$ cat src/rtl/aes_pkg.sv
// rtl/aes_pkg.sv - shared widths and serializer state type for the AES output path
package aes_pkg;

    localparam int AES_BLK_W     = 128;
    localparam int AES_WORD_W    = 32;
    localparam int WORDS_PER_BLK = AES_BLK_W / AES_WORD_W;

    typedef enum logic {
        S_IDLE,
        S_SEND
    } ser_state_t;

endpackage

$ cat src/rtl/aes_blk_fifo.sv
// rtl/aes_blk_fifo.sv - DEPTH x DATA_W synchronous block FIFO with combinational head read
module aes_blk_fifo #(
    parameter int DEPTH  = 2,
    parameter int DATA_W = 128
) (
    input  logic                     i_clk,
    input  logic                     i_rst,
    input  logic                     i_push,
    input  logic                     i_pop,
    input  logic [DATA_W-1:0]        i_data,
    output logic [DATA_W-1:0]        o_head,
    output logic [$clog2(DEPTH):0]   o_count,
    output logic                     o_full,
    output logic                     o_empty
);

    localparam int AW = $clog2(DEPTH);
    localparam int CW = AW + 1;

    logic [DATA_W-1:0] r_mem [DEPTH];
    logic [AW-1:0]     r_wr_ptr;
    logic [AW-1:0]     r_rd_ptr;
    logic [CW-1:0]     r_count;

    logic w_do_pop;
    logic w_do_push;

    assign o_full    = (r_count == CW'(DEPTH));
    assign o_empty   = (r_count == '0);
    assign o_count   = r_count;
    assign o_head    = r_mem[r_rd_ptr];

    // A pop in the same cycle frees the head slot, so a push into a full FIFO is legal then.
    assign w_do_pop  = i_pop & ~o_empty;
    assign w_do_push = i_push & (~o_full | w_do_pop);

    always_ff @(posedge i_clk) begin
        if (w_do_push) begin
            r_mem[r_wr_ptr] <= i_data;
        end
    end

    always_ff @(posedge i_clk) begin
        if (i_rst) begin
            r_wr_ptr <= '0;
            r_rd_ptr <= '0;
            r_count  <= '0;
        end else begin
            if (w_do_push) begin
                r_wr_ptr <= r_wr_ptr + 1'b1;
            end
            if (w_do_pop) begin
                r_rd_ptr <= r_rd_ptr + 1'b1;
            end
            if (w_do_push && !w_do_pop) begin
                r_count <= r_count + CW'(1);
            end else if (w_do_pop && !w_do_push) begin
                r_count <= r_count - CW'(1);
            end
        end
    end

endmodule

$ cat src/rtl/aes_out_serializer.sv
// rtl/aes_out_serializer.sv - buffers AES result blocks and drains them as MSW-first words
module aes_out_serializer
    import aes_pkg::*;
#(
    parameter int DATA_W = AES_BLK_W,
    parameter int WORD_W = AES_WORD_W,
    parameter int DEPTH  = 2
) (
    input  logic                     AES_clk,
    input  logic                     AES_rst,
    input  logic                     AES_data_out_valid,
    input  logic [DATA_W-1:0]        AES_data_out,
    output logic [WORD_W-1:0]        word_out,
    output logic                     word_valid,
    input  logic                     word_ready,
    output logic                     word_last,
    output logic [$clog2(DEPTH):0]   blk_count,
    output logic                     buf_full,
    output logic                     overflow,
    input  logic                     overflow_clr
);

    localparam int NWORDS = DATA_W / WORD_W;
    localparam int IDX_W  = $clog2(NWORDS);
    localparam int CW     = $clog2(DEPTH) + 1;
    localparam logic [IDX_W-1:0] LAST_IDX = IDX_W'(NWORDS - 1);
    localparam logic [CW-1:0]    CNT_ONE  = CW'(1);

    ser_state_t         r_state;
    logic [IDX_W-1:0]   r_idx;
    logic               r_overflow;

    logic [DATA_W-1:0]  w_head;
    logic [DATA_W-1:0]  w_shifted;
    logic [CW-1:0]      w_count;
    logic               w_full;
    logic               w_empty;
    logic               w_xfer;
    logic               w_pop;
    logic               w_push;
    logic               w_drop;

    assign word_valid = (r_state == S_SEND);
    assign w_xfer     = word_valid & word_ready;
    assign w_pop      = w_xfer & (r_idx == LAST_IDX);
    assign w_push     = AES_data_out_valid & (~w_full | w_pop);
    assign w_drop     = AES_data_out_valid & w_full & ~w_pop;

    aes_blk_fifo #(
        .DEPTH  (DEPTH),
        .DATA_W (DATA_W)
    ) u_blk_fifo (
        .i_clk   (AES_clk),
        .i_rst   (AES_rst),
        .i_push  (w_push),
        .i_pop   (w_pop),
        .i_data  (AES_data_out),
        .o_head  (w_head),
        .o_count (w_count),
        .o_full  (w_full),
        .o_empty (w_empty)
    );

    // Word idx 0 is the most significant slice of the head block.
    assign w_shifted = w_head << (WORD_W * r_idx);
    assign word_out  = word_valid ? w_shifted[DATA_W-1 -: WORD_W] : '0;
    assign word_last = word_valid & (r_idx == LAST_IDX);
    assign blk_count = w_count;
    assign buf_full  = w_full;
    assign overflow  = r_overflow;

    always_ff @(posedge AES_clk) begin
        if (AES_rst) begin
            r_state <= S_IDLE;
            r_idx   <= '0;
        end else begin
            case (r_state)
                S_IDLE: begin
                    r_idx <= '0;
                    if (!w_empty) begin
                        r_state <= S_SEND;
                    end
                end
                S_SEND: begin
                    if (w_xfer) begin
                        if (r_idx == LAST_IDX) begin
                            r_idx <= '0;
                            // Stay busy if a block remains after this pop, including one pushed now.
                            if (!((w_count > CNT_ONE) || w_push)) begin
                                r_state <= S_IDLE;
                            end
                        end else begin
                            r_idx <= r_idx + 1'b1;
                        end
                    end
                end
                default: r_state <= S_IDLE;
            endcase
        end
    end

    always_ff @(posedge AES_clk) begin
        if (AES_rst) begin
            r_overflow <= 1'b0;
        end else if (w_drop) begin
            r_overflow <= 1'b1;
        end else if (overflow_clr) begin
            r_overflow <= 1'b0;
        end
    end

endmodule

$ cat config.mk
export PLATFORM = sky130hd
export DESIGN_NAME = aes_out_serializer
export DESIGN_NICKNAME = d
export VERILOG_FILES = /design/src/rtl/aes_pkg.sv /design/src/rtl/aes_blk_fifo.sv /design/src/rtl/aes_out_serializer.sv
export SDC_FILE = /design/constraint.sdc
export NUM_CORES = 1
export LEC_CHECK = 0
export BUFFER_PORTS_ARGS = -buffer_cell sky130_fd_sc_hd__clkbuf_2
export CAP_MARGIN = 20
export CELL_PAD_IN_SITES_DETAIL_PLACEMENT = 0
export CELL_PAD_IN_SITES_GLOBAL_PLACEMENT = 1
export CORE_ASPECT_RATIO = 0.7
export CORE_UTILIZATION = 40
export DETAILED_ROUTE_END_ITERATION = 8
export GPL_TIMING_DRIVEN = 0
export PLACE_DENSITY = 0.66
export SYNTH_ARGS = -nofsm -noshare
export SYNTH_HDL_FRONTEND = slang
export SYNTH_SLANG_ARGS = --single-unit
export TNS_END_PERCENT = 50
$ cat constraint.sdc
create_clock -name AES_clk -period 9.27 [get_ports AES_clk]
set_clock_uncertainty 0.2 [all_clocks]
set_input_delay 1.854 -clock AES_clk [delete_from_list [all_inputs] [get_ports AES_clk]]
set_output_delay 1.854 -clock AES_clk [all_outputs]
set_load 0.05 [all_outputs]
==> impl_metrics.tcl <==
set metrics [dict create \
    grt_util_met3_pct 4.26 \
    maxSlewViolCount 0 \
    final_nets 872 \
    grt_pass1_vias 5884 \
    holdPathStages 2 \
    dp.cells 1063 \
    cts_root_buf "clkbuf_16" \
    clk_path_buf_depth 3 \
    synth-main-ff-cell "edfxtp_1" \
    hold_buffers 0 \
    worst_pin_slew_ns 0.943 \
    port_buffers 170 \
    power.density_mw_per_mm2 236 \
    start_util_pct 41.2 \
    synth_area_leaders "edfxtp_1 (72%), mux2_4 (5.6%), mux4_2 (5.1%), mux2_2 (2.5%), o221ai_2 (2.1%)" \
    synth_top_area_share_pct 71.9 \
    yosys_warnings 0 \
    hold_viol_final 0 \
    post_cts_resized 0 \
    final.period_utilization_pct 49.0 \
    drtIter0Drc 245 \
    drtPass1Iterations 4 \
    synth_edf_count 256 \
    clkSlewWorstSetupHoldPaths_ns 0.06 \
    cts_sinks 265 \
    netlist_instances 531 \
    p_leak_nw 4.76 \
    grt_start_max_net_pins 68 \
    grtUsageMet2_pct 26.2 \
    fp.dieW_um 197 \
    numCtsBuffers 26 \
    htree_levels 1 \
    slew_headroom_pct 37.1 \
    rows 49 \
    yosysSeqAreaShare_pct 73.6 \
    endpoint_kind "output port" \
    r2r-start "u_blk_fifo.o_count[1]" \
    cap_violations 0 \
    irDropWorstVdd_v 0.000166 \
    globalplace.congestion 0.717 \
    worst-r2r-setup-slack_ns 6.10 \
    worst-setup-path-type "flop to output port" \
    cts_setup_buffers 0 \
    grt_overflow 0 \
    antenna_found_initial 3 \
    max_freq_mhz 220 \
    setup_viol 0 \
    cts_tree "built" \
    drc 0 \
    crit_start "word_valid" \
    core_area_sq_mm 0.0259 \
    worstPathMaxFanout 10 \
    routed_wl_um 22500 \
    r2r-end "u_blk_fifo.r_mem[1][31]" \
    critPathLaunchType "flop" \
    insertion_delay_ns 0.52 \
    postRouteAntennaNets 0 \
    ys_top_cells_by_count "edfxtp_1 (256), mux2_4 (40), inv_1 (38)" \
    synth_nets 669 \
    finalNonFillerCells 1108 \
    cp.arrival_ns 2.49 \
    drive_above_1_share_pct 45.6 \
    yosys.area.top_type "edfxtp_1" \
    syn_area_sq_mm 0.0107 \
    dp_hpwl_um 15100 \
    ioPinCount 171 \
    drt-vias-per-instance 4.96 \
    async_reset_ff_share_pct 0 \
    yosysMostFrequentCell "edfxtp_1" \
    grtUsageTotal_pct 16.6 \
    yosys_register_bits 265 \
    met1_usage_pct 23.3 \
    synth_cell_types 35 \
    outcome "finished, final reports clean" \
    finalPower_mw 3.06 \
    hold_path_end "overflow" \
    hold_path.startpoint "overflow" \
    vias 5500 \
    grt_pass1_wl_um 34300 \
    busiest_layer "met2" \
    wl_per_cell_um 20.3 \
    avgSynthCellArea_sq_um 20.1 \
    area_delta_synth_final_pct 21.3 \
    reg2reg_depth 6 \
    rsz0062_at_grt "false" \
    period_needed_ns 4.55 \
    chipHeight_um 139 \
    die-area_sq_mm 0.0274 \
    required_ns 7.22 \
    holdCritPathClass "flop to flop" \
]
-- placed cells by master, fill, tap and decap left out, types with 9 or more instances in the layout --
cell type	synthesis	routed
mux2_2	24	24
clkbuf_1	6	11
a21oi_1	34	34
dfxtp_1	9	9
o221ai_1	17	17
clkbuf_16	0	26
edfxtp_1	256	256
mux2_4	40	40
mux4_2	24	24
inv_1	38	38
o221ai_2	15	15
buf_2	14	14
clkbuf_2	0	170
-- critical path, stage by stage (launching register included) --
cell,delay [ns]
dfxtp_1,0.32
buf_2,0.23
clkbuf_1,0.57
o221ai_1,0.29
a21oi_1,0.24
clkbuf_2,0.31
-- registers in the layout, summed over array words and instances (netlist names), named ones only --
| signal | cells |
|---|---|
| u_blk_fifo.r_mem | 256 |
| r_idx | 2 |
| u_blk_fifo.o_count | 2 |
| overflow | 1 |
| u_blk_fifo.r_rd_ptr | 1 |
| u_blk_fifo.r_wr_ptr | 1 |
| word_valid | 1 |
-- metrics by stage --
| step | hold slack, ns | worst slack, ns | cell area [sq um] | util [%] | TNS (ns) |
|---|---|---|---|---|---|
| finish | 0.288 | 4.72 | 13000 | 50.0 | 0 |
| global route | 0.357 | 4.53 | 13000 | 50.0 | 0 |
| CTS | 0.294 | 4.63 | 13000 | 50.0 | 0 |
| detailed placement | 0.277 | 4.83 | 12100 | 46.7 | 0 |
| global placement | 0.282 | -2.89 | 12000 | 46.2 | -368.01 |
| floorplan | 0.272 | 0.502 | 10700 | - | 0 |
-- kinds of logic after synthesis --
group	synth area share [%]
compound gates	5.49
xor+xnor	0.246
fa+ha+maj	0.585
buf+inv	3.65
flops	73.6
mux	15.4
simple gates	1.07
-- power by group --
part | total, mW | switching (mW) | internal [mW] | leakage (nW)
clock | 1.06 | 0.429 | 0.632 | 0.410
sequential | 1.51 | 0.0326 | 1.48 | 2.46
combinational | 0.484 | 0.318 | 0.166 | 1.88
total | 3.06 | 0.780 | 2.28 | 4.76
-- routing by layer --
metal  routed length (um)  vias to the layer above
met2                10400                      163
li1                     -                     2547
met1                10100                     2751
met5                   24                        -
met3                 1600                       35
met4                  319                        4
-- worst max path at each step --
stage | to | slack (ns) | cells past startpoint
6_report | word_out[22] | 4.72 | 5
5_1_grt | word_out[17] | 4.53 | 7
4_1_cts | word_out[17] | 4.63 | 7
3_5_place_dp | u_blk_fifo.r_mem[1][107] | 4.83 | 5
3_3_place_gp | u_blk_fifo.r_mem[0][109] | -2.89 | 4
2_1_floorplan | u_blk_fifo.r_mem[0][0] | 0.50 | 3
-- cell type report --
| type | count | area (sq um) |
|---|---|---|
| tap | 357 | 447 |
| inverter | 38 | 143 |
| sequential | 265 | 7870 |
| clock inverter | 12 | 173 |
| multi-input combinational | 197 | 2440 |
| clock buffer | 32 | 683 |
| antenna | 1 | 2.50 |
| fill | 2156 | 13000 |
| timing repair buffer | 175 | 958 |
| buffer | 31 | 248 |
(Power assumes the default switching activity.)
